--- src/rtl/slice_rd_sched_pkg.sv ---
// Shared definitions for the slice read scheduler: FSM state encoding and the
// helper functions that size the slice-select and word-counter fields.
package slice_rd_sched_pkg;

  typedef enum logic [2:0] {
    StIdle,
    StWaitSof,
    StRead,
    StGap,
    StDone
  } state_e;

  // Slice-select width; never narrower than one bit, even for a single slice.
  function automatic int unsigned sel_width(input int unsigned nbr_slices);
    return (nbr_slices > 1) ? $clog2(nbr_slices) : 1;
  endfunction

  // Word-counter width for 4-pixel words across the widest slice. The extra bit
  // lets a full-width chunk count be represented.
  function automatic int unsigned cnt_width(input int unsigned max_slice_width);
    return $clog2(max_slice_width >> 2) + 1;
  endfunction

endpackage

--- src/rtl/slice_rd_sched.sv ---
// Slice read scheduler. Walks the slice FIFOs round-robin in chunks of
// chunk_words words, slices_per_line slices per line, frame_lines lines per
// frame, with hblank_cycles idle cycles after each line.
//
// Ports:
//   clk_out_int      output-domain clock, rising edge
//   rst_n            asynchronous active-low reset
//   flush            synchronous abort to idle
//   enable           allows leaving idle; sampled again only at end of frame
//   slices_per_line  slices per line (0 treated as 1)
//   chunk_words      words per slice chunk (0 treated as 1)
//   frame_lines      lines per frame (0 treated as 1)
//   hblank_cycles    idle cycles after each line
//   fifo_empty       per-slice FIFO empty
//   fifo_sof         per-slice start-of-frame; only slice 0 is used
//   rd_en            one-hot FIFO read strobe
//   rd_sel           slice currently granted
//   rd_last          last word of a chunk (qualified by rd_en)
//   line_end         one-cycle pulse after the last word of a line
//   frame_end        one-cycle pulse after the last word of a frame
//   underflow        sticky mid-line starvation flag
//   busy             scheduler not idle
module slice_rd_sched
  import slice_rd_sched_pkg::*;
#(
  parameter int unsigned MAX_NBR_SLICES  = 2,
  parameter int unsigned MAX_SLICE_WIDTH = 2560,
  localparam int unsigned SW = sel_width(MAX_NBR_SLICES),
  localparam int unsigned CW = cnt_width(MAX_SLICE_WIDTH)
) (
  input  logic                      clk_out_int,
  input  logic                      rst_n,
  input  logic                      flush,
  input  logic                      enable,
  input  logic [9:0]                slices_per_line,
  input  logic [CW-1:0]             chunk_words,
  input  logic [15:0]               frame_lines,
  input  logic [11:0]               hblank_cycles,
  input  logic [MAX_NBR_SLICES-1:0] fifo_empty,
  input  logic [MAX_NBR_SLICES-1:0] fifo_sof,
  output logic [MAX_NBR_SLICES-1:0] rd_en,
  output logic [SW-1:0]             rd_sel,
  output logic                      rd_last,
  output logic                      line_end,
  output logic                      frame_end,
  output logic                      underflow,
  output logic                      busy
);

  state_e      state_q, state_d;
  logic [SW-1:0] sel_q, sel_d;
  logic [CW-1:0] word_cnt_q, word_cnt_d;
  logic [15:0] line_cnt_q, line_cnt_d;
  logic [11:0] gap_cnt_q, gap_cnt_d;
  logic        underflow_q, underflow_d;
  logic        line_end_q, line_end_d;
  logic        frame_end_q, frame_end_d;

  // Last-index values with the zero-means-one substitution applied.
  logic [9:0]    sel_last;
  logic [CW-1:0] word_last;
  logic [15:0]   line_last;
  assign sel_last  = (slices_per_line == '0) ? '0 : slices_per_line - 10'd1;
  assign word_last = (chunk_words == '0) ? '0 : chunk_words - CW'(1);
  assign line_last = (frame_lines == '0) ? '0 : frame_lines - 16'd1;

  logic in_read, grant, sel_empty, starved, sel_is_last, gap_done;

  assign in_read = (state_q == StRead);

  always_comb begin
    rd_en     = '0;
    sel_empty = 1'b1;
    for (int s = 0; s < MAX_NBR_SLICES; s++) begin
      if (sel_q == SW'(s)) begin
        sel_empty = fifo_empty[s];
        rd_en[s]  = in_read & ~fifo_empty[s];
      end
    end
  end

  assign grant       = |rd_en;
  assign rd_last     = grant & (word_cnt_q == word_last);
  assign sel_is_last = (32'(sel_q) == 32'(sel_last));
  // An empty FIFO at the very start of a line is normal latency, not starvation.
  assign starved     = in_read & sel_empty & ((word_cnt_q != '0) | (sel_q != '0));
  assign gap_done    = ((gap_cnt_q + 12'd1) >= hblank_cycles);

  always_comb begin
    state_d     = state_q;
    sel_d       = sel_q;
    word_cnt_d  = word_cnt_q;
    line_cnt_d  = line_cnt_q;
    gap_cnt_d   = gap_cnt_q;
    underflow_d = underflow_q;
    line_end_d  = 1'b0;
    frame_end_d = 1'b0;

    if (flush) begin
      state_d     = StIdle;
      sel_d       = '0;
      word_cnt_d  = '0;
      line_cnt_d  = '0;
      gap_cnt_d   = '0;
      underflow_d = 1'b0;
    end else if (fifo_sof[0] && (state_q inside {StRead, StGap, StDone})) begin
      // Restart: this cycle's rd_en still goes out, but its word is not counted.
      state_d    = StRead;
      sel_d      = '0;
      word_cnt_d = '0;
      line_cnt_d = '0;
      gap_cnt_d  = '0;
    end else begin
      unique case (state_q)
        StIdle: begin
          if (enable) state_d = StWaitSof;
        end
        StWaitSof: begin
          if (fifo_sof[0]) begin
            state_d     = StRead;
            sel_d       = '0;
            word_cnt_d  = '0;
            line_cnt_d  = '0;
            gap_cnt_d   = '0;
            underflow_d = 1'b0;
          end
        end
        StRead: begin
          if (starved) underflow_d = 1'b1;
          if (grant) begin
            if (rd_last) begin
              word_cnt_d = '0;
              if (sel_is_last) begin
                sel_d      = '0;
                line_end_d = 1'b1;
                if (line_cnt_q == line_last) begin
                  state_d     = StDone;
                  frame_end_d = 1'b1;
                end else begin
                  line_cnt_d = line_cnt_q + 16'd1;
                  if (hblank_cycles != '0) begin
                    state_d   = StGap;
                    gap_cnt_d = '0;
                  end
                end
              end else begin
                sel_d = sel_q + SW'(1);
              end
            end else begin
              word_cnt_d = word_cnt_q + CW'(1);
            end
          end
        end
        StGap: begin
          if (gap_done) begin
            state_d   = StRead;
            gap_cnt_d = '0;
          end else begin
            gap_cnt_d = gap_cnt_q + 12'd1;
          end
        end
        StDone: begin
          state_d = enable ? StWaitSof : StIdle;
        end
        default: state_d = StIdle;
      endcase
    end
  end

  always_ff @(posedge clk_out_int or negedge rst_n) begin
    if (!rst_n) begin
      state_q     <= StIdle;
      sel_q       <= '0;
      word_cnt_q  <= '0;
      line_cnt_q  <= '0;
      gap_cnt_q   <= '0;
      underflow_q <= 1'b0;
      line_end_q  <= 1'b0;
      frame_end_q <= 1'b0;
    end else begin
      state_q     <= state_d;
      sel_q       <= sel_d;
      word_cnt_q  <= word_cnt_d;
      line_cnt_q  <= line_cnt_d;
      gap_cnt_q   <= gap_cnt_d;
      underflow_q <= underflow_d;
      line_end_q  <= line_end_d;
      frame_end_q <= frame_end_d;
    end
  end

  assign rd_sel    = sel_q;
  assign line_end  = line_end_q;
  assign frame_end = frame_end_q;
  assign underflow = underflow_q;
  assign busy      = (state_q != StIdle);

endmodule

--- config.mk ---
export PLATFORM = sky130hd
export DESIGN_NAME = slice_rd_sched
export DESIGN_NICKNAME = d
export VERILOG_FILES = /design/src/rtl/slice_rd_sched_pkg.sv /design/src/rtl/slice_rd_sched.sv
export SDC_FILE = /design/constraint.sdc
export NUM_CORES = 1
export LEC_CHECK = 0
export ABC_AREA = 1
export CORE_ASPECT_RATIO = 0.5
export CORE_MARGIN = 4
export CORE_UTILIZATION = 50
export CTS_BUF_LIST = sky130_fd_sc_hd__clkbuf_8
export CTS_CLUSTER_SIZE = 28
export DETAILED_ROUTE_END_ITERATION = 10
export PLACE_DENSITY_LB_ADDON = 0.05
export REMOVE_ABC_BUFFERS = 1
export SYNTH_ARGS = -nofsm -noshare
export SYNTH_HDL_FRONTEND = slang
export SYNTH_SLANG_ARGS = --single-unit
export TNS_END_PERCENT = 50
--- constraint.sdc ---
create_clock -name clk_out_int -period 4.11 [get_ports clk_out_int]
set_input_delay 1.233 -clock clk_out_int [delete_from_list [all_inputs] [get_ports clk_out_int]]
set_output_delay 1.233 -clock clk_out_int [all_outputs]
set_load 0.02 [all_outputs]
; Word level (Yosys, flattened, before mapping)
; Index checks and enable logic that the tools add are counted.
[totals]
regBits = 46
out_inout_bits = 8
wordCells = 128
[classes]
mux = 66
eq_ne = 19
order_cmp = 1
n_reduce_logical = 19
addsub = 7
n_bitwise = 8
[ops]
columns = op, count
row1 = $mux 16, 8
row2 = $mux 12, 9
row3 = $mux 11, 6
row4 = $pmux 12 s3, 1
row5 = $pmux 16 s2, 1
row6 = $mux 3, 10
row7 = $mux 1, 26
row8 = $pmux 11 s2, 1
row9 = $add 16x1->16 const B, 1
row10 = $eq 16x16->1, 1
row11 = $logic_not 16->1, 1
row12 = $sub 16x1->16 const B, 1
row13 = $pmux 3 s5, 1
row14 = $reduce_and 7->1, 2
row15 = $add 12x1->12 const B, 1
row16 = $ge 12x12->1, 1
row17 = $ne 4x2->1 const B, 3
row18 = $ne 4x4->1 const B, 3
row19 = $reduce_bool 12->1, 1
row20 = $add 11x1->11 const B, 1
row21 = $eq 11x11->1, 1
row22 = $logic_not 11->1, 1
row23 = $reduce_bool 11->1, 1
row24 = $sub 11x1->11 const B, 1
row25 = other kinds (26), 37

; Longest topological paths before layout
; Gate-level depths: netlist of run 1.
[depth]
depth_word = 10
mapped_depth = 21

; Worst setup path after synthesis of run 1
; OpenSTA, ideal clock, no wires.
[synth_path]
kind = input-to-output
startpoint = in chunk_words[0]
endpoint = out rd_last
slack_ps = -148
cell_stages = 11
arrival_ps = 3025
path_buffers = 1
t_required_ps = 2877
path_cell_list = inv_1 > ha_1 > nand2_2 > nor2_2 > nand2_2 > buf_6 > nand3_1 > nand2_1 > a21oi_1 > nand2_1 > nor4_1
[synth_via]
elab_chain_len = 4
elab_cells_between_ends = 5
classes_between = add/sub: 1 / eq/ne: 1 / mux: 1 / bitwise: 1 / reduce/logical: 1
[synth_lines]
columns = element, line
row1 = start: declaration, slice_rd_sched.sv:36  ; input logic [CW-1:0] chunk_words,
row2 = $sub 11x1->11 / $logic_not 11->1 (equally long branches), slice_rd_sched.sv:64  ; assign word_last = (chunk_words == '0) ? '0 : chunk_words - CW'(1);
row3 = $mux 11 (*), slice_rd_sched.sv:64
row4 = $eq 11x11->1 (*), slice_rd_sched.sv:83  ; assign rd_last = grant & (word_cnt_q == word_last);
row5 = $and 1x1->1 (*), slice_rd_sched.sv:83
row6 = end: declaration, slice_rd_sched.sv:43  ; output logic rd_last,
; Mark *: on every way between the ends. The rest lies on a longest branch, timed or not.

; Worst setup path in the final report of run 1
[layout_path]
startpoint = in chunk_words[9]
endpoint = out rd_last
; The elaborated chain is that of the path after synthesis.

==> reports/summary.txt, run 1 <==
Status: finished, final reports clean
Arr. time, crit path: 2850 ps
GRT Util Overall: 22.2%
FF+latch count, synth: 46
Max Cap Viol: 0
Synth Area in Compound Gates: 6.78%
Setup_tns: 0 ps
Tcrit/Tclk final: 99.3%
WL/cell: 12.7 um
Commonest non-fill, non-tap cells in the layout: nand2_1 (201), inv_1 (111), nor2_1 (85)
Placed cell count: 969
Die Area: 11200 um^2
Top_reg_cell synth: dfrtp_1
Post-Synth XOR/XNOR Area: 6.09%
Post-synthesis mux area share: 0%
Clk slew on worst S/H paths: 80 ps
Synth area leader: dfrtp_1
Slowest library cell on the worst path: nor4_4
# DRC: 0
Post-synthesis sequential area ratio: 24.3%
Cts bufs inserted: 5
Die X: 146 um
Post-synth cell types: 40
Core box area: 8980 um^2
Fin Clk Skew: 9.33 ps
Fill cells: 823
Post-synth EDFFs: 0
Maximum ir drop on the vdd rail: 139 uV
Clock buffer depth: 2
CTS root buffer: clkbuf_8
I/O pin count: 65
Initial antenna violation count: 0
Clk sink count: 46
Final std cells w/o fill: 985
Max incr delay on CP: 280 ps
Via count: 5061
Largest net degree at the start of global routing: 47
Initial Util: 52.8%
Fin crit period: 4080 ps
Synthesized area: 4740 um^2
Gpl congestion: 0.921
Setup Viol. Count Final: 0
Share of the synthesized area in the top cell type: 24.3%
Commonest non-fill, non-tap cell in the layout: nand2_1
Register area: 1150 um^2
Placement Rows: 24
Remaining antenna violation count: 0
IO buf count: 63
Nets: 944
Adder-cell share of the synthesized area: 5.28%
Synthesized area per cell: 6.21 um^2
Main combinational cell family by area after synthesis: simple AND/OR/NAND/NOR gates
Main area contributors after synthesis: dfrtp_1 (24%), nand2_1 (16%), inv_1 (9.3%)
CTS tree: yes
Hold_ws: 541 ps
DR iter-0 viols: 245
Multi-input gate area in the final layout: 3190 um^2
Placed Area: 5730 um^2
Hold WC Path Type: flop to flop
Max transition margin: 31.3%
First-pass GRT wire length: 21300 um
Vias in the first global route: 4758
FMAX: 0.245 GHz
H-tree Lvls: 2
Syn. warnings: 0
N_diodes: 0
GRT overflow: 0
Vias/cell: 5.14
Pins Over Slew Limit: 0
Pwr Density: 247 nW/um^2
Final Power: 0.00149 W
CP Class: input port to primary output
Skew-Pair Late Insertion Delay: 300 ps
Final WL: 12500 um
WP data required: 2880 ps
Critical Path, Cell by Cell: clkdlybuf4s15_1 -> or2_4 -> nor2_4 -> nand2_4 -> buf_6 -> buf_4 -> nand3_2 -> nand3_2 -> nor4_4 -> buf_4 -> buf_6
Post-route cell area: 6020 um^2
Leak pwr: 3.00 nW
Post-Synth Simple-Gate Area: 46.1%
Slew @ Worst Pin: 1030 ps
RSZ-0062 raised after global routing: yes
First-pass DRT Iterations: 5
Worst Setup End Kind: primary output
Mapped Cells: 764
Area grow syn2layout: 26.9%
Layout cells sized above 1: 15.1%
DP HPWL: 9920 um
CP Launch Type: input port
FFs w/ async S/R, synth: 100%
Vert. Die Dim: 76.9 um
Largest fanout on the critical path: 5
Endpoints failing hold: 0
## stage by stage
step	setup slack, ps	utilization, %
global route	-48.1	67.0
global placement	-900	63.8
CTS	1.04	66.6
detailed placement	-929	63.8
finish	28.0	67.0
floorplan	-207	-
## synthesized netlist by cell type, drive strengths merged, types with 2 or more instances
master,number
nor3,20
nor4,17
or2,3
clkbuf,6
nand3b,4
o22ai,2
inv,120
xor2,31
nand2,217
nand4,18
dfrtp,46
o211a,2
nor2,102
xnor2,2
o21ai,28
ha,20
o21a,2
a21oi,18
buf,8
nand3,91
## final timing paths
path                                 from            end  slack [ps]  cells after the start
max reg2reg                  gap_cnt_q[2]   gap_cnt_q[3]         800                     18
min in group asynchronous           rst_n  line_cnt_q[3]        1100                      1
min                         gap_cnt_q[11]  gap_cnt_q[11]         540                      2
min reg2reg                 gap_cnt_q[11]  gap_cnt_q[11]         540                      2
max                        chunk_words[9]        rd_last          30                     11
max in group asynchronous           rst_n  gap_cnt_q[10]        2360                      1
## per-layer routing
layer  track usage [%]  share of wire [%]
met5                 0                  0
met3              3.00                3.4
met4              4.17                1.0
met1              27.8                 46
met2              41.4                 50
## power by group
group          switching [W]  internal [W]  leakage [nW]  total, W
Clock               0.000156      0.000118        0.0493  0.000274
Sequential         0.0000262      0.000474         0.640  0.000500
Combinational       0.000455      0.000260          2.31  0.000715
## cells by family after synthesis
logic type | Yosys count
XOR/XNOR | 33
buffers and inverters | 134
AO/OA/AOI/OAI | 56
flip-flops | 46
AND/OR/NAND/NOR | 475
adder cells (fa/ha/maj) | 20
## worst max-delay path, delay by kind of cell
family,cells,cell delay (ps)
AND/OR/NAND/NOR,6,900
buffers and inverters,5,720
## flip-flops by register name, indices dropped and copies added, names as in the netlist
| name | flops |
|---|---|
| underflow | 1 |
| frame_end | 1 |
| line_cnt_q | 16 |
| word_cnt_q | 11 |
| state_q | 3 |
| rd_sel | 1 |
| gap_cnt_q | 12 |
| line_end | 1 |
## area by class of cell
type	instances	share of cell area, %
multi-input cells	584	53.0
flip-flops and latches	46	19.1
repair buffers	110	16.4
inverters	120	7.61
well taps	117	2.43
clock buffers	5	1.14
clock inverters	3	0.291
## what timing repair did
action                                  in CTS  in global routing
pin swaps                                   21                 19
setup buffers                                6                  2
endpoints found under the setup margin       1                  1
hold buffers                                 0                  0
gates resized for setup                     60                 29
No activity file was read; power rests on OpenSTA's default activity.
==> run 2: changes to the inputs <==
clock period = 3.8 ns   (was 4.11 ns; I/O delays follow)
==> run 2 against run 1 <==
Net effect:
- via count rose by 5.6%
- sequential cell count did not move
- count of clock-buffer cells in the layout rose by 1
- non-clock buffer count rose by 30
- first-iteration DRC count rose by 58%
- combinational power rose by 41%
- the run now ends with setup timing left
- register-to-register slack got worse by 370 ps
- critical path depth rose by 2
- clock power rose by 39%
- highest routed layer unchanged
==> reports/summary.txt, run 2 (synthesis results as in run 1) <==
Fill cells: 766 (-6.9%)
Setup Viol. Count Final: 35 (+35)
Placement Rows: 24 (unchanged)
Maximum ir drop on the vdd rail: 164 uV (+18%)
Setup WS pre-CTS: -1170 ps (-242 ps)
H-tree Lvls: 2 (unchanged)
CTS root buffer: clkbuf_8
IO buf count: 63 (unchanged)
I/O pin count: 65 (unchanged)
DR iter-0 viols: 388 (+58%)
FMAX: 0.251 GHz
Max transition margin: 30.3% (-1.0 points)
Clock buffer depth: 2 (unchanged)
Largest net degree at the start of global routing: 47 (unchanged)
WL/cell: 13.8 um (+8.4%)
Pins Over Slew Limit: 0 (unchanged)
PnR worst setup slack: -185 ps (-213 ps)
Fin Clk Skew: 6.88 ps (-2.46 ps)
Commonest non-fill, non-tap cell in the layout: nand2_1
Hold_ws: 511 ps (-30.0 ps)
Remaining antenna violation count: 0 (unchanged)
RSZ-0062 raised after global routing: yes
Endpoints failing hold: 0 (unchanged)
Vias in the first global route: 5060 (+6.3%)
Area grow syn2layout: 37.2%
Largest fanout on the critical path: 4 (-1)
Core box area: 8980 um^2 (unchanged)
Initial antenna violation count: 0 (unchanged)
# DRC: 0 (unchanged)
Skew-Pair Late Insertion Delay: 310 ps (about the same)
Arr. time, crit path: 2840 ps (about the same)
CTS tree: yes
Layout cells sized above 1: 20.4% (+5.3 points)
Setup_tns: -2010 ps (-2010 ps)
Die X: 146 um (unchanged)
Largest Register: line_cnt_q
Via count: 5343 (+5.6%)
Nets: 978 (+3.6%)
Pwr Density: 298 nW/um^2 (+21%)
First-pass GRT wire length: 22500 um (+5.7%)
Slew @ Worst Pin: 1050 ps (+15.0 ps)
CP Class: input port to primary output
First-pass DRT Iterations: 5 (unchanged)
Gpl congestion: 0.980 (+6.4%)
Clk slew on worst S/H paths: 80 ps (about the same)
DP HPWL: 10000 um (+1.0%)
Status: finished, violations left
Vert. Die Dim: 76.9 um (unchanged)
Vias/cell: 5.25 (+2.1%)
Commonest non-fill, non-tap cells in the layout: nand2_1 (202), inv_1 (113), nor2_1 (82)
Tcrit/Tclk final: 105%
Initial Util: 52.8% (unchanged)
Cts bufs inserted: 5 (unchanged)
Clk sink count: 46 (unchanged)
Number of flip-flops in the largest register: 16 (unchanged)
Fin crit period: 3980 ps
WP data required: 2660 ps (-220 ps)
N_diodes: 0 (unchanged)
Largest regs: line_cnt_q x16, gap_cnt_q x12, word_cnt_q x11
Hold WC Path Type: flop to flop
Worst Setup End Kind: primary output
Violated checks: setup timing
GRT overflow: 0 (unchanged)
Die Area: 11200 um^2 (unchanged)
GRT Util Overall: 23.4% (+1.2 points)
CP Launch Type: input port
Final WL: 14000 um (+12%)
Leak pwr: 3.22 nW (+7.6%)
Max Cap Viol: 0 (unchanged)
[run 2: cell count changes in the layout (fill, tap and decap cells not counted), sizes merged]
cell    previous run  this run
buf               53        87
bufinv             0         1
clkinv             2         0
inv              121       120
clkbuf            10         7
nand2            217       220
nor2             102       103
[run 2: per-stage QoR]
stage	util [%]	cells	instance area [um^2]	power, W
2_1_floorplan	-	750	4650	0.000997
3_3_place_gp	65.5	984	5880	0.00135
3_5_place_dp	65.5	984	5880	0.00136
4_1_cts	69.5	1006	6240	0.00176
5_1_grt	72.5	1018	6510	0.00205
6_report	72.5	1018	6510	0.00194
[run 2: layout make-up]
| type | instances | area, um^2 | area share (%) |
|---|---|---|---|
| Multi-Input combinational cell | 588 | 3360 | 51.7 |
| Clock inverter | 1 | 30.0 | 0.462 |
| Timing Repair Buffer | 140 | 1270 | 19.6 |
| Clock buffer | 6 | 82.6 | 1.27 |
| Sequential cell | 46 | 1150 | 17.7 |
| Tap cell | 117 | 146 | 2.25 |
| Inverter | 120 | 458 | 7.04 |
[run 2: critical path, stage by stage]
cell and delay (ps):
buf_6 100, inv_4 50, ha_4 140, nand2_4 60, nor2_4 160, buf_6 130, xor2_4 170, nand3_2 100
a21oi_2 160, nand2_2 80, nor4_4 280, buf_4 170, buf_6 110
[run 2: layer usage]
metal / global-route usage, % / share of wire (%)
met3: 3.42 / 4.8
met1: 29.6 / 44
met2: 41.4 / 48
met4: 7.86 / 2.6
met5: 0 / 0
[run 2: worst paths after layout]
| kind | startpoint | endpoint | slack [ps] | cells after the start |
|---|---|---|---|---|
| max | chunk_words[0] | rd_last | -180 | 13 |
| min | gap_cnt_q[11] | gap_cnt_q[11] | 510 | 2 |
| max reg2reg | gap_cnt_q[2] | gap_cnt_q[1] | 430 | 18 |
| max in group asynchronous | rst_n | gap_cnt_q[2] | 2140 | 1 |
| min reg2reg | gap_cnt_q[11] | gap_cnt_q[11] | 510 | 2 |
| min in group asynchronous | rst_n | line_cnt_q[3] | 1000 | 1 |
[run 2: repair_timing]
item                                    4_1_cts  5_1_grt
setup buffers                                13        9
hold buffers                                  0        0
gates cloned                                  2        3
hold endpoints to repair                      0        0
pin swaps                                    20       29
resized for setup                            84       47
endpoints found under the setup margin        1       43
[run 2: power breakdown]
group | switching (W) | total, W | internal (W)
Sequential | 0.0000305 | 0.000543 | 0.000512
Combinational | 0.000604 | 0.00101 | 0.000411
Clock | 0.000171 | 0.000381 | 0.000211
==> run 3: changes to the inputs <==
SKIP_LAST_GASP = 1   (was default)
==> run 3 against run 2 <==
Net effect:
- the flow still finishes with violations (setup timing)
- total power decreased by 1.4%
- core utilization decreased by 0.40 points
- sequential share of layout area increased by 0.099 points
- maximum frequency about the same
- final cell count unchanged
- first-iteration DRC count increased by 0.52%
- wire length decreased by 1.2%
==> reports/summary.txt, run 3 (synthesis results as in run 1) <==
H-tree Lvls: 2 (unchanged)
Clock buffer depth: 2 (unchanged)
Final WL: 13900 um (-1.2%)
Vert. Die Dim: 76.9 um (unchanged)
Fill cells: 766 (unchanged)
Arr. time, crit path: 2840 ps (about the same)
FMAX: 0.251 GHz (about the same)
Cts bufs inserted: 5 (unchanged)
DP HPWL: 10000 um (unchanged)
Number of flip-flops in the largest register: 16 (unchanged)
DR iter-0 viols: 390 (+0.52%)
# DRC: 0 (unchanged)
Die Area: 11200 um^2 (unchanged)
Largest regs: line_cnt_q x16, gap_cnt_q x12, word_cnt_q x11
Via count: 5348 (+0.094%)
Placement Rows: 24 (unchanged)
Skew-Pair Late Insertion Delay: 310 ps (about the same)
Tcrit/Tclk final: 105% (about the same)
Hold_buf cts: 0 (unchanged)
Hold WC Path Type: flop to flop
Clk slew on worst S/H paths: 80 ps (about the same)
RSZ-0062 raised after global routing: yes
Commonest non-fill, non-tap cell in the layout: nand2_1
Pwr Density: 295 nW/um^2 (-0.86%)
IO buf count: 63 (unchanged)
Nets: 978 (unchanged)
Worst Setup End Kind: primary output
Die X: 146 um (unchanged)
Endpoints failing hold: 0 (unchanged)
First-pass DRT Iterations: 5 (unchanged)
WL/cell: 13.6 um (-1.2%)
Initial antenna violation count: 0 (unchanged)
Vias in the first global route: 5055 (-0.099%)
Largest net degree at the start of global routing: 47 (unchanged)
N_diodes: 0 (unchanged)
Fin Clk Skew: 6.03 ps (-0.847 ps)
Area grow syn2layout: 36.4%
GRT overflow: 0 (unchanged)
Max transition margin: 31.2% (+0.88 points)
Commonest non-fill, non-tap cells in the layout: nand2_1 (202), inv_1 (113), nor2_1 (82)
Layout cells sized above 1: 19.5% (-0.89 points)
Vias/cell: 5.25 (about the same)
I/O pin count: 65 (unchanged)
Remaining antenna violation count: 0 (unchanged)
Initial Util: 52.8% (unchanged)
Max Cap Viol: 0 (unchanged)
Largest Register: line_cnt_q
Fin crit period: 3980 ps (-0.310 ps)
Slew @ Worst Pin: 1030 ps (-13.3 ps)
Gpl congestion: 0.980 (unchanged)
GRT Util Overall: 23.4% (about the same)
CP Launch Type: input port
Violated checks: setup timing
Final core occ: 72.1% (-0.40 points)
Status: finished, violations left
Largest fanout on the critical path: 4 (unchanged)
Hold_ws: 529 ps (+17.5 ps)
CTS tree: yes
Setup Viol. Count Final: 38 (+8.6%)
PnR worst setup slack: -184 ps (+0.310 ps)
CTS root buffer: clkbuf_8
First-pass GRT wire length: 22500 um (about the same)
Pins Over Slew Limit: 0 (unchanged)
WP data required: 2660 ps (about the same)
Leak pwr: 3.21 nW (-0.47%)
CP Class: input port to primary output
Clk sink count: 46 (unchanged)
Maximum ir drop on the vdd rail: 166 uV (+1.2%)
Core box area: 8980 um^2 (unchanged)
[run 3: worst paths after layout]
kind                                       to            from  depth (start not counted)  slack, ps
worst max-delay path                  rd_last  chunk_words[0]                         13       -180
worst min register to register  gap_cnt_q[11]   gap_cnt_q[11]                          2        530
worst max register to register   gap_cnt_q[4]    gap_cnt_q[2]                         18        470
max in group asynchronous       gap_cnt_q[10]           rst_n                          1       2160
worst min-delay path            gap_cnt_q[11]   gap_cnt_q[11]                          2        530
min in group asynchronous       line_cnt_q[3]           rst_n                          1       1010
[run 3: metrics by stage]
step / instance area, um^2 / instances / setup TNS [ps] / setup slack (ps) / power [W]
after floorplan: 4650 / 750 / -331 / -331 / 0.000997
after global placement: 5880 / 984 / -1250 / -1180 / 0.00135
after detailed placement: 5880 / 984 / -1510 / -1170 / 0.00136
after CTS: 6230 / 1006 / -284 / -99.3 / 0.00176
after global routing: 6470 / 1018 / -8480 / -279 / 0.00202
final: 6470 / 1018 / -2350 / -184 / 0.00191
[run 3: final cells by class]
type	instances	area, um^2	share of cell area, %
multi-input cells	588	3330	51.5
repair buffers	140	1270	19.6
flip-flops and latches	46	1150	17.8
inverters	120	458	7.08
well taps	117	146	2.26
clock buffers	6	82.6	1.28
clock inverters	1	30.0	0.464
[run 3: per-layer routing]
metal / global-route usage (%) / share of wire, % / vias to the layer above
li1: - / - / 2724
met1: 29.6 / 44 / 2417
met2: 41.3 / 49 / 174
met3: 3.42 / 5.3 / 33
met4: 7.86 / 2.5 / 0
met5: 0 / 0 / -
[run 3: report_power, final]
part           leakage [nW]  internal [W]  switching [W]  total, W
Sequential            0.640      0.000512      0.0000299  0.000542
Clock                0.0573      0.000211       0.000173  0.000383
Combinational          2.51      0.000402       0.000583  0.000985
Total                  3.21       0.00113       0.000785   0.00191
[run 3: critical path, cell delays in order]
cell and delay, ps:
buf_6 100, inv_4 50, ha_4 140, nand2_4 60
nor2_4 160, buf_6 130, xor2_4 170, nand3_2 100
a21oi_2 160, nand2_2 80, nor4_4 280, buf_4 170
buf_6 110
[run 3: repair_timing]
| action | 4_1_cts | 5_1_grt |
|---|---|---|
| pin swaps | 20 | 26 |
| buffers inserted | 13 | 9 |
| setup endpoints to repair | 1 | 43 |
| cloned | 2 | 3 |
| resized for setup | 83 | 31 |
